`config.mk`:
```
export PLATFORM = sky130hd
export DESIGN_NAME = interval_timer
export DESIGN_NICKNAME = d
export VERILOG_FILES = /design/src/rtl/timer_pkg.sv /design/src/rtl/tick_prescaler.sv /design/src/rtl/interval_timer.sv
export SDC_FILE = /design/constraint.sdc
export NUM_CORES = 1
export LEC_CHECK = 0
export CORE_MARGIN = 1.5
export CORE_UTILIZATION = 50
export CTS_BUF_LIST = sky130_fd_sc_hd__clkbuf_8
export DETAILED_ROUTE_END_ITERATION = 10
export PLACE_DENSITY = 0.71
export SLEW_MARGIN = 30
export SYNTH_ARGS = -nofsm -noshare
export SYNTH_HDL_FRONTEND = slang
export SYNTH_SLANG_ARGS = --single-unit
```
`constraint.sdc`:
```
create_clock -name clk -period 4.85 [get_ports clk]
set_clock_uncertainty 0.05 [all_clocks]
set_input_delay 0.97 -clock clk [delete_from_list [all_inputs] [get_ports clk]]
set_output_delay 0.97 -clock clk [all_outputs]
set_load 0.05 [all_outputs]
```
`src/rtl/timer_pkg.sv`:
```
// Shared definitions for the interval timer and the requester FSMs that drive its sel/ld handshake.
package timer_pkg;

  localparam int unsigned NUM_CH = 4;

  typedef logic [1:0] ch_t;

  localparam logic [NUM_CH-1:0] SEL_NULL = 4'b0000;
  localparam logic [NUM_CH-1:0] SEL_T0   = 4'b0001;
  localparam logic [NUM_CH-1:0] SEL_T1   = 4'b0010;
  localparam logic [NUM_CH-1:0] SEL_T2   = 4'b0100;
  localparam logic [NUM_CH-1:0] SEL_T3   = 4'b1000;

  typedef enum logic {
    IDLE = 1'b0,
    RUN  = 1'b1
  } state_e;

  // Lowest set bit wins; callers only use the result when sel is non-zero.
  function automatic ch_t sel_to_ch(input logic [NUM_CH-1:0] sel);
    if (sel[0]) begin
      return 2'd0;
    end else if (sel[1]) begin
      return 2'd1;
    end else if (sel[2]) begin
      return 2'd2;
    end else begin
      return 2'd3;
    end
  endfunction

endpackage

```
`src/rtl/tick_prescaler.sv`:
```
// Divides clk down to a one-cycle tick every PRESCALE enabled cycles; clr forces the count to 0.
module tick_prescaler #(
  parameter int unsigned PRESCALE = 50_000_000
) (
  input  logic clk,
  input  logic reset,
  input  logic clr,
  input  logic en,
  output logic tick
);

  localparam int unsigned W = (PRESCALE > 1) ? $clog2(PRESCALE) : 1;
  localparam logic [W-1:0] LAST = W'(PRESCALE - 1);

  logic [W-1:0] cnt_q, cnt_d;

  always_comb begin
    cnt_d = cnt_q;
    if (clr) begin
      cnt_d = '0;
    end else if (en) begin
      cnt_d = (cnt_q == LAST) ? '0 : cnt_q + W'(1);
    end
  end

  always_ff @(posedge clk or posedge reset) begin
    if (reset) begin
      cnt_q <= '0;
    end else begin
      cnt_q <= cnt_d;
    end
  end

  assign tick = en && (cnt_q == LAST);

endmodule

```
`src/rtl/interval_timer.sv`:
```
// Shared interval timer: a load starts one of four programmed intervals, counted in prescaled
// ticks; expiry returns a one-cycle pulse on the matching bit of T.
module interval_timer
  import timer_pkg::*;
#(
  parameter int unsigned PRESCALE = 50_000_000,
  parameter int unsigned LEN0     = 5,
  parameter int unsigned LEN1     = 10,
  parameter int unsigned LEN2     = 15,
  parameter int unsigned LEN3     = 30,
  parameter int unsigned CNT_W    = 8
) (
  input  logic              clk,
  input  logic              reset,
  input  logic              ld,
  input  logic [NUM_CH-1:0] sel,
  output logic [NUM_CH-1:0] T,
  output logic              busy,
  output logic [CNT_W-1:0]  remaining
);

  localparam int unsigned LENS [NUM_CH] = '{LEN0, LEN1, LEN2, LEN3};

  if (PRESCALE < 1) begin : g_bad_prescale
    $error("interval_timer: PRESCALE must be >= 1");
  end

  for (genvar i = 0; i < NUM_CH; i++) begin : g_len_check
    if (LENS[i] < 1 || LENS[i] > (2 ** CNT_W) - 1) begin : g_bad_len
      $error("interval_timer: interval length out of range for CNT_W");
    end
  end

  state_e              state_q, state_d;
  logic [CNT_W-1:0]    remaining_q, remaining_d;
  ch_t                 channel_q, channel_d;
  logic [NUM_CH-1:0]   t_q, t_d;
  logic                load;
  ch_t                 load_ch;
  logic                tick;

  assign load    = ld && (sel != SEL_NULL);
  assign load_ch = sel_to_ch(sel);

  // Prescaler sits at 0 outside RUN and restarts on every load, so the first tick is a full one.
  tick_prescaler #(
    .PRESCALE (PRESCALE)
  ) u_tick_prescaler (
    .clk   (clk),
    .reset (reset),
    .clr   (load || (state_q != RUN)),
    .en    (state_q == RUN),
    .tick  (tick)
  );

  always_comb begin
    state_d     = state_q;
    remaining_d = remaining_q;
    channel_d   = channel_q;
    t_d         = '0;
    if (load) begin
      // A load on the expiry edge takes priority and suppresses the old pulse.
      state_d     = RUN;
      channel_d   = load_ch;
      remaining_d = CNT_W'(LENS[load_ch]);
    end else if (state_q == RUN && tick) begin
      if (remaining_q > CNT_W'(1)) begin
        remaining_d = remaining_q - CNT_W'(1);
      end else begin
        remaining_d    = '0;
        state_d        = IDLE;
        t_d[channel_q] = 1'b1;
      end
    end
  end

  always_ff @(posedge clk or posedge reset) begin
    if (reset) begin
      state_q     <= IDLE;
      remaining_q <= '0;
      channel_q   <= '0;
      t_q         <= '0;
    end else begin
      state_q     <= state_d;
      remaining_q <= remaining_d;
      channel_q   <= channel_d;
      t_q         <= t_d;
    end
  end

  assign T         = t_q;
  assign busy      = (state_q == RUN);
  assign remaining = remaining_q;

endmodule

```
==> results of run 1 <==
==> sequential cells by signal (all words and copies together), names as in the netlist <==
| name | cells |
|---|---|
| busy | 1 |
| channel_q | 2 |
| T | 4 |
| remaining | 8 |
| u_tick_prescaler.cnt_q | 26 |
==> worst max-delay path: cells and delay by family, from the launching register on <==
family,cells,cell delay [ps]
AOI/OAI and AO/OA,1,940
buffers and inverters,1,330
DFF,1,420
and+or+nand+nor,3,1020
==> per-stage QoR <==
stage / utilization, % / setup slack, ps
after floorplan: - / 2450
after global placement: 59.5 / 1860
after detailed placement: 59.5 / 1840
after CTS: 62.0 / 1970
after global routing: 62.0 / 1810
final: 62.0 / 1980
==> path summary, 6_finish.rpt <==
| check | slack [ps] | endpoint |
|---|---|---|
| min | 410 | T[0]$_DFF_PP0_ |
| max reg2reg | 1980 | u_tick_prescaler.cnt_q[11]$_DFFE_PP0P_ |
| max | 1980 | u_tick_prescaler.cnt_q[11]$_DFFE_PP0P_ |
| min in group asynchronous | 1050 | remaining[3]$_DFFE_PP0P_ |
| min reg2reg | 410 | T[0]$_DFF_PP0_ |
| max in group asynchronous | 3340 | busy$_DFFE_PP0P_ |
==> power by group through the flow <==
stage / Combinational (uW) / Clock, uW / Sequential (uW)
2_1_floorplan: 38.2 / 0 / 387
3_3_place_gp: 85.0 / 0 / 371
3_5_place_dp: 85.6 / 0 / 372
4_1_cts: 86.4 / 271 / 365
5_1_grt: 95.9 / 285 / 367
6_report: 85.1 / 263 / 365
==> cell families (layout without fill, tap and decap cells) <==
| kind of cell | Yosys count | after routing | synth area share (%) |
|---|---|---|---|
| simple gates | 107 | 107 | 27.5 |
| compound gates | 49 | 49 | 15.2 |
| flops | 41 | 41 | 47.2 |
| fa+ha+maj | 3 | 3 | 1.73 |
| buf+inv | 20 | 42 | 3.45 |
| xor+xnor | 11 | 11 | 4.43 |
| mux | 1 | 1 | 0.460 |
==> layout make-up <==
cell class	instances	area, um2	area share, %
Clock buffer	5	68.8	2.71
Clock inverter	2	35.0	1.38
Inverter	13	48.8	1.92
Multi-Input combinational cell	171	1080	42.6
Sequential cell	41	1030	40.5
Tap cell	50	62.6	2.47
Timing Repair Buffer	22	213	8.39
==> layer usage <==
| metal | GRT usage [%] | vias up | part of all wire (%) |
|---|---|---|---|
| met4 | 7.84 | 0 | 1.5 |
| met5 | 0 | - | 0 |
| met1 | 28.2 | 882 | 47 |
| li1 | - | 912 | - |
| met2 | 33.7 | 51 | 47 |
| met3 | 5.52 | 6 | 4.6 |
==> synthesized netlist by cell type (3+ instances only) <==
cell,n,area share (%)
nand4_1,9,2.6
nand3_1,11,2.5
nor3_1,11,2.5
xnor2_1,9,3.6
and3_1,4,1.2
o21ai_0,8,1.8
ha_1,3,1.7
or4_1,7,2.4
nor4_1,4,1.2
or3_1,10,2.9
a21oi_1,15,3.5
clkbuf_1,7,1.2
nor2_1,18,3.1
nand2_1,18,3.1
o31ai_1,7,2.4
inv_1,13,2.2
and4_1,5,2.0
dfrtp_1,41,47
==> results.txt, run 1 <==
number of global-route vias before repair: 1638
Clk Latency, worst-skew pair: 280 ps
crit path launch type: flop
worst hold path stage count: 1
HPWL after DPL: 3140 um
Reg2Reg Depth: 5
fraction of layout cells with a size suffix above 1: 6.30%
Vias/cell: 6.09
Post-CTS Setup Repair Bufs: 0
CTS Hold Buffers Added: 0
total of max-cap violations: 0
static leakage: 0.000966 uW
total CTS buffers: 5
Max Clk Rate: 349 MHz
Int Power: 532 uW
core area: 4090 um2
total wire length: 4550 um
Post-Place Cells: 297
Crit Path Max Fanout: 13
Clock Pin Slew Worst Setup and Hold Paths: 70 ps
commonest non-fill, non-tap cell in the layout: dfrtp_1
DRC Markers: 0
first-pass GRT wire length: 7530 um
Netlist cell types: 42
H-tree lvl count: 2
slew margin rel.: 40.0%
Slew Viols, Final: 0
WHS: 407 ps
Post-synth EDFFs: 0
overall power: 714 uW
Mapped Cells: 232
worst-margin pin slew: 898 ps
Synth async-reset ratio: 100%
mapped cell area: 2170 um2
Post-DRT Antenna Nets: 0
Fill cells: 384
crit path max-delay cell type: o311ai_2
gr ovfl total: 0
GRT Util Overall: 21.3%
top_reg_cell synth: dfrtp_1
Arr. time, crit path: 2990 ps
total number of yosys warnings: 0
cell area after layout: 2530 um2
worst hold path class: reg -> reg
outcome: finished, final reports clean
endpoint class of the critical path: flop
Mapped Nets: 242
Switching Share: 25.5%
chip width: 69.0 um
GP Congestion: 0.890
I/O pin total: 20
most frequent cells in the layout: dfrtp_1, clkdlybuf4s50_1, nand2_1, nor2_1, a21oi_1
Worst VDD drop: 209 uV
delay of the slowest critical-path stage: 940 ps
CTS Root Cell: clkbuf_8
origin of the critical flop-to-flop path: u_tick_prescaler.cnt_q[11]$_DFFE_PP0P_
First DRT Iteration DRCs: 124
vias: 1851
TritonCTS clock tree: built
Seq/Total Area, Yosys: 47.2%
Die ar.: 4750 um2
TritonRoute pass-1 iters: 4
PortBufs: 19
Tmin final: 2870 ps
Fin Setup TNS: 0 ps
Logic pwr share: 11.9%
largest net degree at the start of global routing: 42
CP startpoint: u_tick_prescaler.cnt_q[11]$_DFFE_PP0P_
Psw: 182 uW
cell breakdown of the critical path: nor4b_1 > nand4_1 > o311ai_2 > buf_4 > nor2_1
post_cts resized: 0
final setup fails: 0
initial antenna violation count: 0
RSZ-0062 raised after global routing: false
mean routed wirelength per cell: 15.0 um
ant diodes: 0
CTS sink count: 41
Final Hold Viols: 0
Layout area overhead: 16.6%
hold_sp: channel_q[0]$_DFFE_PP0N_
Pwr per Cell Area: 282 nW/um2
Clk pwr share: 36.9%
Crit Path Category: reg -> reg
Reg power frac: 51.2%
initial core utilization: 53.2%
Chip Height: 69.0 um
placed inst area: 2430 um2
Critical Path RT: 4970 ps
fin nets: 264
#FFs+latches synth: 41
Clock Path Buffers: 2
row count: 23
period utilization: 59.1%
mean post-synth cell area: 9.37 um2
Post-Layout Cell Count: 304
Note: power is estimated with default switching activity, not from simulation.
==> inputs of run 2 (changes only) <==
PLACE_DENSITY = 0.74   (was 0.71)
clock period = 2.4 ns   (was 4.85 ns; I/O delays follow)
==> run 2 against run 1 <==
  * Setup slack got worse by 1900 ps
  * First-iteration DRC count rose by 51%
  * Largest cell class unchanged
  * Largest power group unchanged
  * Highest routed layer unchanged
  * Sequential power rose by 100%
==> results.txt, run 2 (synthesis results as in run 1) <==
HPWL after DPL: 3480 um (was 3140 um)
Fin Setup TNS: 0 ps (unchanged)
Chip Height: 69.0 um (unchanged)
Critical Path RT: 2550 ps (was 4970 ps)
largest net degree at the start of global routing: 26 (was 42)
Clk Latency, worst-skew pair: 290 ps (was 280 ps)
most frequent cells in the layout: dfrtp_1, clkdlybuf4s50_1, nand2_1, nor2_1, buf_4 (was dfrtp_1, clkdlybuf4s50_1, nand2_1, nor2_1, a21oi_1)
first-pass GRT wire length: 8360 um (was 7530 um)
final setup fails: 0 (unchanged)
CTS sink count: 41 (unchanged)
vias: 1913 (was 1851)
Arr. time, crit path: 2460 ps (was 2990 ps)
Vias/cell: 5.98 (was 6.09)
CP startpoint: remaining[6]$_DFFE_PP0P_ (was u_tick_prescaler.cnt_q[11]$_DFFE_PP0P_)
I/O pin total: 20 (unchanged)
Post-DRT Antenna Nets: 0 (unchanged)
Layout area overhead: 23.0% (was 16.6%)
total of max-cap violations: 0 (unchanged)
Fill cells: 361 (was 384)
Clock Pin Slew Worst Setup and Hold Paths: 80 ps (was 70 ps)
Crit Path Max Fanout: 6 (was 13)
Tmin final: 2310 ps (was 2870 ps)
CTS Hold Buffers Added: 0 (unchanged)
TritonRoute pass-1 iters: 4 (unchanged)
CTS Root Cell: clkbuf_8 (unchanged)
gr ovfl total: 0 (unchanged)
Clock Path Buffers: 2 (unchanged)
origin of the critical flop-to-flop path: remaining[6]$_DFFE_PP0P_ (was u_tick_prescaler.cnt_q[11]$_DFFE_PP0P_)
RSZ-0062 raised after global routing: false (unchanged)
TritonCTS clock tree: built (unchanged)
mean routed wirelength per cell: 15.3 um (was 15.0 um)
Pwr per Cell Area: 563 nW/um2 (was 282 nW/um2)
number of global-route vias before repair: 1864 (was 1638)
worst-margin pin slew: 662 ps (was 898 ps)
worst hold path stage count: 1 (unchanged)
total CTS buffers: 5 (unchanged)
initial antenna violation count: 0 (unchanged)
worst slack at placement: 103 ps (was 1840 ps)
core area: 4090 um2 (unchanged)
chip width: 69.0 um (unchanged)
Crit Reg-Reg Endpoint: T[2]$_DFF_PP0_ (was u_tick_prescaler.cnt_q[11]$_DFFE_PP0P_)
max reg flops: 26 (unchanged)
critical path endpoint: T[2]$_DFF_PP0_ (was u_tick_prescaler.cnt_q[11]$_DFFE_PP0P_)
commonest non-fill, non-tap cell in the layout: dfrtp_1 (unchanged)
total wire length: 4880 um (was 4550 um)
slew margin rel.: 55.8% (was 40.0%)
row count: 23 (unchanged)
Max Clk Rate: 433 MHz (was 349 MHz)
fin nets: 279 (was 264)
H-tree lvl count: 2 (unchanged)
ant diodes: 0 (unchanged)
Slew Viols, Final: 0 (unchanged)
Reg2Reg Depth: 4 (was 5)
worst hold path class: reg -> reg (unchanged)
First DRT Iteration DRCs: 187 (was 124)
Crit Path Category: reg -> reg (unchanged)
DRC Markers: 0 (unchanged)
Final Hold Viols: 0 (unchanged)
largest register by flop count: u_tick_prescaler.cnt_q (unchanged)
R2R Setup Slk: 90 ps (was 1980 ps)
period utilization: 96.2% (was 59.1%)
crit path launch type: flop (unchanged)
Post-CTS Setup Repair Bufs: 0 (unchanged)
outcome: finished, final reports clean (unchanged)
GRT Util Overall: 23.7% (was 21.3%)
Die ar.: 4750 um2 (unchanged)
initial core utilization: 53.2% (unchanged)
setup ws final: 91.6 ps (was 1980 ps)
fraction of layout cells with a size suffix above 1: 11.9% (was 6.30%)
static leakage: 0.00105 uW (was 0.000966 uW)
Worst VDD drop: 386 uV (was 209 uV)
PortBufs: 19 (unchanged)
GP Congestion: 0.842 (was 0.890)
endpoint class of the critical path: flop (unchanged)
==> run 2: changes by cell type in the layout (fill, tap and decap cells not counted), sizes merged <==
cell	change
buf	+15
clkbuf	+1
clkinv	-1
inv	+1
==> run 2: through the flow <==
stage	hold slack (ps)	total power (uW)	area, um2	utilization, %	instances
floorplan	378	859	2180	-	232
CTS	411	1520	2670	65.4	320
global placement	390	943	2560	62.6	312
finish	412	1510	2680	65.5	320
global route	439	1570	2680	65.5	320
detailed placement	400	946	2560	62.6	312
==> run 2: final cells by class <==
cell class / instances / area [um2] / share of cell area, %
flip-flops and latches: 41 / 1030 / 38.4
clock buffers: 6 / 82.6 / 3.09
multi-input cells: 171 / 1080 / 40.5
inverters: 13 / 48.8 / 1.82
clock inverters: 2 / 33.8 / 1.26
repair buffers: 37 / 338 / 12.6
well taps: 50 / 62.6 / 2.34
==> run 2: worst min-delay path by stage <==
| stage | slack, ps | startpoint | end |
|---|---|---|---|
| global route | 440 | channel_q[0]$_DFFE_PP0N_ | T[0]$_DFF_PP0_ |
| floorplan | 380 | channel_q[0]$_DFFE_PP0N_ | T[0]$_DFF_PP0_ |
| finish | 410 | channel_q[1]$_DFFE_PP0N_ | T[0]$_DFF_PP0_ |
| global placement | 390 | channel_q[0]$_DFFE_PP0N_ | T[0]$_DFF_PP0_ |
| detailed placement | 400 | channel_q[1]$_DFFE_PP0N_ | T[0]$_DFF_PP0_ |
| CTS | 410 | channel_q[1]$_DFFE_PP0N_ | T[0]$_DFF_PP0_ |
==> run 2: routing by layer <==
metal	vias up	GRT usage (%)	part of all wire, %
met5	-	0	0
met2	43	37.6	45
met3	10	5.52	4.1
met1	913	31.3	49
met4	0	9.56	1.8
li1	947	-	-
==> run 2: worst max-delay path, cell delays in order (launching register included) <==
cell     delay [ps]
dfrtp_2         430
or4_4           560
or4b_4          550
or4_4           450
nor3_1          170
==> run 2: what timing repair did <==
item	in CTS	in global routing
endpoints found under the hold margin	0	0
resized for setup	0	1
endpoints found under the setup margin	0	1
==> run 2: report_power, final <==
group          switching, uW  internal (uW)  leakage, uW
logic                    123           78.5     0.000438
clock network            238            335    0.0000626
registers               21.7            710     0.000546
total                    383           1120      0.00105
==> inputs of run 3 (changes only) <==
CELL_PAD_IN_SITES_DETAIL_PLACEMENT = 0   (was not set)
CELL_PAD_IN_SITES_GLOBAL_PLACEMENT = 1   (was not set)
CORE_UTILIZATION = 41   (was 50)
PLACE_DENSITY = 0.77   (was 0.74)
SLEW_MARGIN = 0   (was 30)
==> run 3 against run 2 <==
  * Utilization fell by 13 points
  * Sequential cell count stayed put
  * Sequential share of layout area decreased by 0.23 points
  * Setup slack improved by 47 ps
  * Total power down 2.5%
  * Critical path type unchanged
  * Register-to-register slack better by 50 ps
==> results.txt, run 3 (synthesis results as in run 1) <==
met3 Use GR: 3.97% (was 5.52%)
commonest non-fill, non-tap cell in the layout: dfrtp_1 (unchanged)
Arr. time, crit path: 2420 ps (was 2460 ps)
total CTS buffers: 5 (unchanged)
crit path launch type: flop (unchanged)
Chip Height: 75.8 um (was 69.0 um)
met2 Track Usage GR: 32.3% (was 37.6%)
initial core utilization: 42.6% (was 53.2%)
GRT Util Overall: 19.1% (was 23.7%)
Clk Latency, worst-skew pair: 290 ps (about the same)
Slew Viols, Final: 0 (unchanged)
static leakage: 0.00104 uW (was 0.00105 uW)
placed inst area: 2590 um2 (was 2560 um2)
Worst VDD drop: 359 uV (was 386 uV)
most frequent cells in the layout: dfrtp_1, clkdlybuf4s50_1, nand2_1, nor2_1 (was dfrtp_1, clkdlybuf4s50_1, nand2_1, nor2_1, buf_4)
max reg flops: 26 (unchanged)
mean routed wirelength per cell: 14.6 um (was 15.3 um)
Critical Path RT: 2560 ps (was 2550 ps)
H-tree lvl count: 2 (unchanged)
CTS Hold Buffers Added: 0 (unchanged)
RSZ-0062 raised after global routing: false (unchanged)
crit path max-delay cell type: or4_4 (unchanged)
I/O pin total: 20 (unchanged)
CTS Root Cell: clkbuf_8 (unchanged)
overall power: 1470 uW (was 1510 uW)
row count: 26 (was 23)
largest net degree at the start of global routing: 26 (unchanged)
met1 GRT Util: 24.9% (was 31.3%)
first-pass GRT wire length: 8410 um (was 8360 um)
First DRT Iteration DRCs: 95 (was 187)
post_cts resized: 0 (unchanged)
core area: 5110 um2 (was 4090 um2)
ant diodes: 0 (unchanged)
TritonCTS clock tree: built (unchanged)
fin nets: 278 (was 279)
Clock Path Buffers: 2 (unchanged)
Post-CTS Setup Repair Bufs: 0 (unchanged)
worst hold path class: reg -> reg (unchanged)
WHS: 414 ps (was 412 ps)
chip width: 75.8 um (was 69.0 um)
delay of the slowest critical-path stage: 560 ps (about the same)
Die ar.: 5750 um2 (was 4750 um2)
outcome: finished, final reports clean (unchanged)
fraction of layout cells with a size suffix above 1: 11.6% (was 11.9%)
Layout area overhead: 23.8% (was 23.0%)
R2R Setup Slk: 140 ps (was 90 ps)
Final Hold Viols: 0 (unchanged)
final setup fails: 0 (unchanged)
TritonRoute pass-1 iters: 4 (unchanged)
HPWL after DPL: 3470 um (was 3480 um)
Vias/cell: 5.66 (was 5.98)
Crit Path Max Fanout: 6 (unchanged)
busiest grt layer: met2 (unchanged)
Max Clk Rate: 442 MHz (was 433 MHz)
CTS sink count: 41 (unchanged)
cell area after layout: 2690 um2 (was 2680 um2)
WP buf/inv: 0 (unchanged)
worst-margin pin slew: 667 ps (was 662 ps)
GP Congestion: 0.822 (was 0.842)
slew margin rel.: 55.5% (was 55.8%)
Most common cell on crit path: or4_4 (unchanged)
Fin Setup TNS: 0 ps (unchanged)
total of max-cap violations: 0 (unchanged)
Clock Pin Slew Worst Setup and Hold Paths: 80 ps (about the same)
vias: 1912 (was 1913)
gr ovfl total: 0 (unchanged)
Pwr per Cell Area: 545 nW/um2 (was 563 nW/um2)
Tmin final: 2260 ps (was 2310 ps)
number of global-route vias before repair: 1814 (was 1864)
CP delay by family, top: simple AND/OR/NAND/NOR gates (unchanged)
cell breakdown of the critical path: or4_4 > or4b_4 > or4_4 > nor3_1 (unchanged)
PortBufs: 19 (unchanged)
period utilization: 94.2% (was 96.2%)
endpoint class of the critical path: flop (unchanged)
Crit Path Category: reg -> reg (unchanged)
initial antenna violation count: 0 (unchanged)
Post-DRT Antenna Nets: 0 (unchanged)
total wire length: 4940 um (was 4880 um)
Fill cells: 488 (was 361)
largest register by flop count: u_tick_prescaler.cnt_q (unchanged)
DRC Markers: 0 (unchanged)
## run 3: where the power goes
part	switching, uW	total, uW	internal [uW]
Clock	232	535	303
Sequential	20.2	730	710
Combinational	122	203	80.4
Total	375	1470	1090
## run 3: per-stage QoR
| step | utilization, % | std cells | worst slack, ps |
|---|---|---|---|
| 2_1_floorplan | - | 232 | 12.9 |
| 3_3_place_gp | 50.7 | 331 | 160 |
| 3_5_place_dp | 50.7 | 331 | 134 |
| 4_1_cts | 52.7 | 338 | 125 |
| 5_1_grt | 52.7 | 338 | 18.1 |
| 6_report | 52.7 | 338 | 138 |
## run 3: final timing paths
kind	from	to	cells past startpoint
setup / recovery	remaining[6]$_DFFE_PP0P_	T[0]$_DFF_PP0_	4
hold / removal	channel_q[0]$_DFFE_PP0N_	T[2]$_DFF_PP0_	1
setup reg to reg	remaining[6]$_DFFE_PP0P_	T[0]$_DFF_PP0_	4
hold reg to reg	channel_q[0]$_DFFE_PP0N_	T[2]$_DFF_PP0_	1
max in group asynchronous	reset	u_tick_prescaler.cnt_q[6]$_DFFE_PP0P_	3
min in group asynchronous	reset	T[1]$_DFF_PP0_	2
## run 3: cell type report
cell class	count	area, um2	share of cell area, %
clock inverter	2	35.0	1.30
sequential	41	1030	38.2
inverter	13	48.8	1.81
timing repair buffer	36	343	12.7
clock buffer	5	68.8	2.56
tap	70	87.6	3.25
multi-input combinational	171	1080	40.2
## run 3: routing by layer
metal	vias to the layer above	part of all wire [%]	routed length (um)
met5	-	0	0
met4	0	0.67	33
met3	4	3.9	193
met2	43	48	2380
met1	920	47	2330
li1	945	-	-
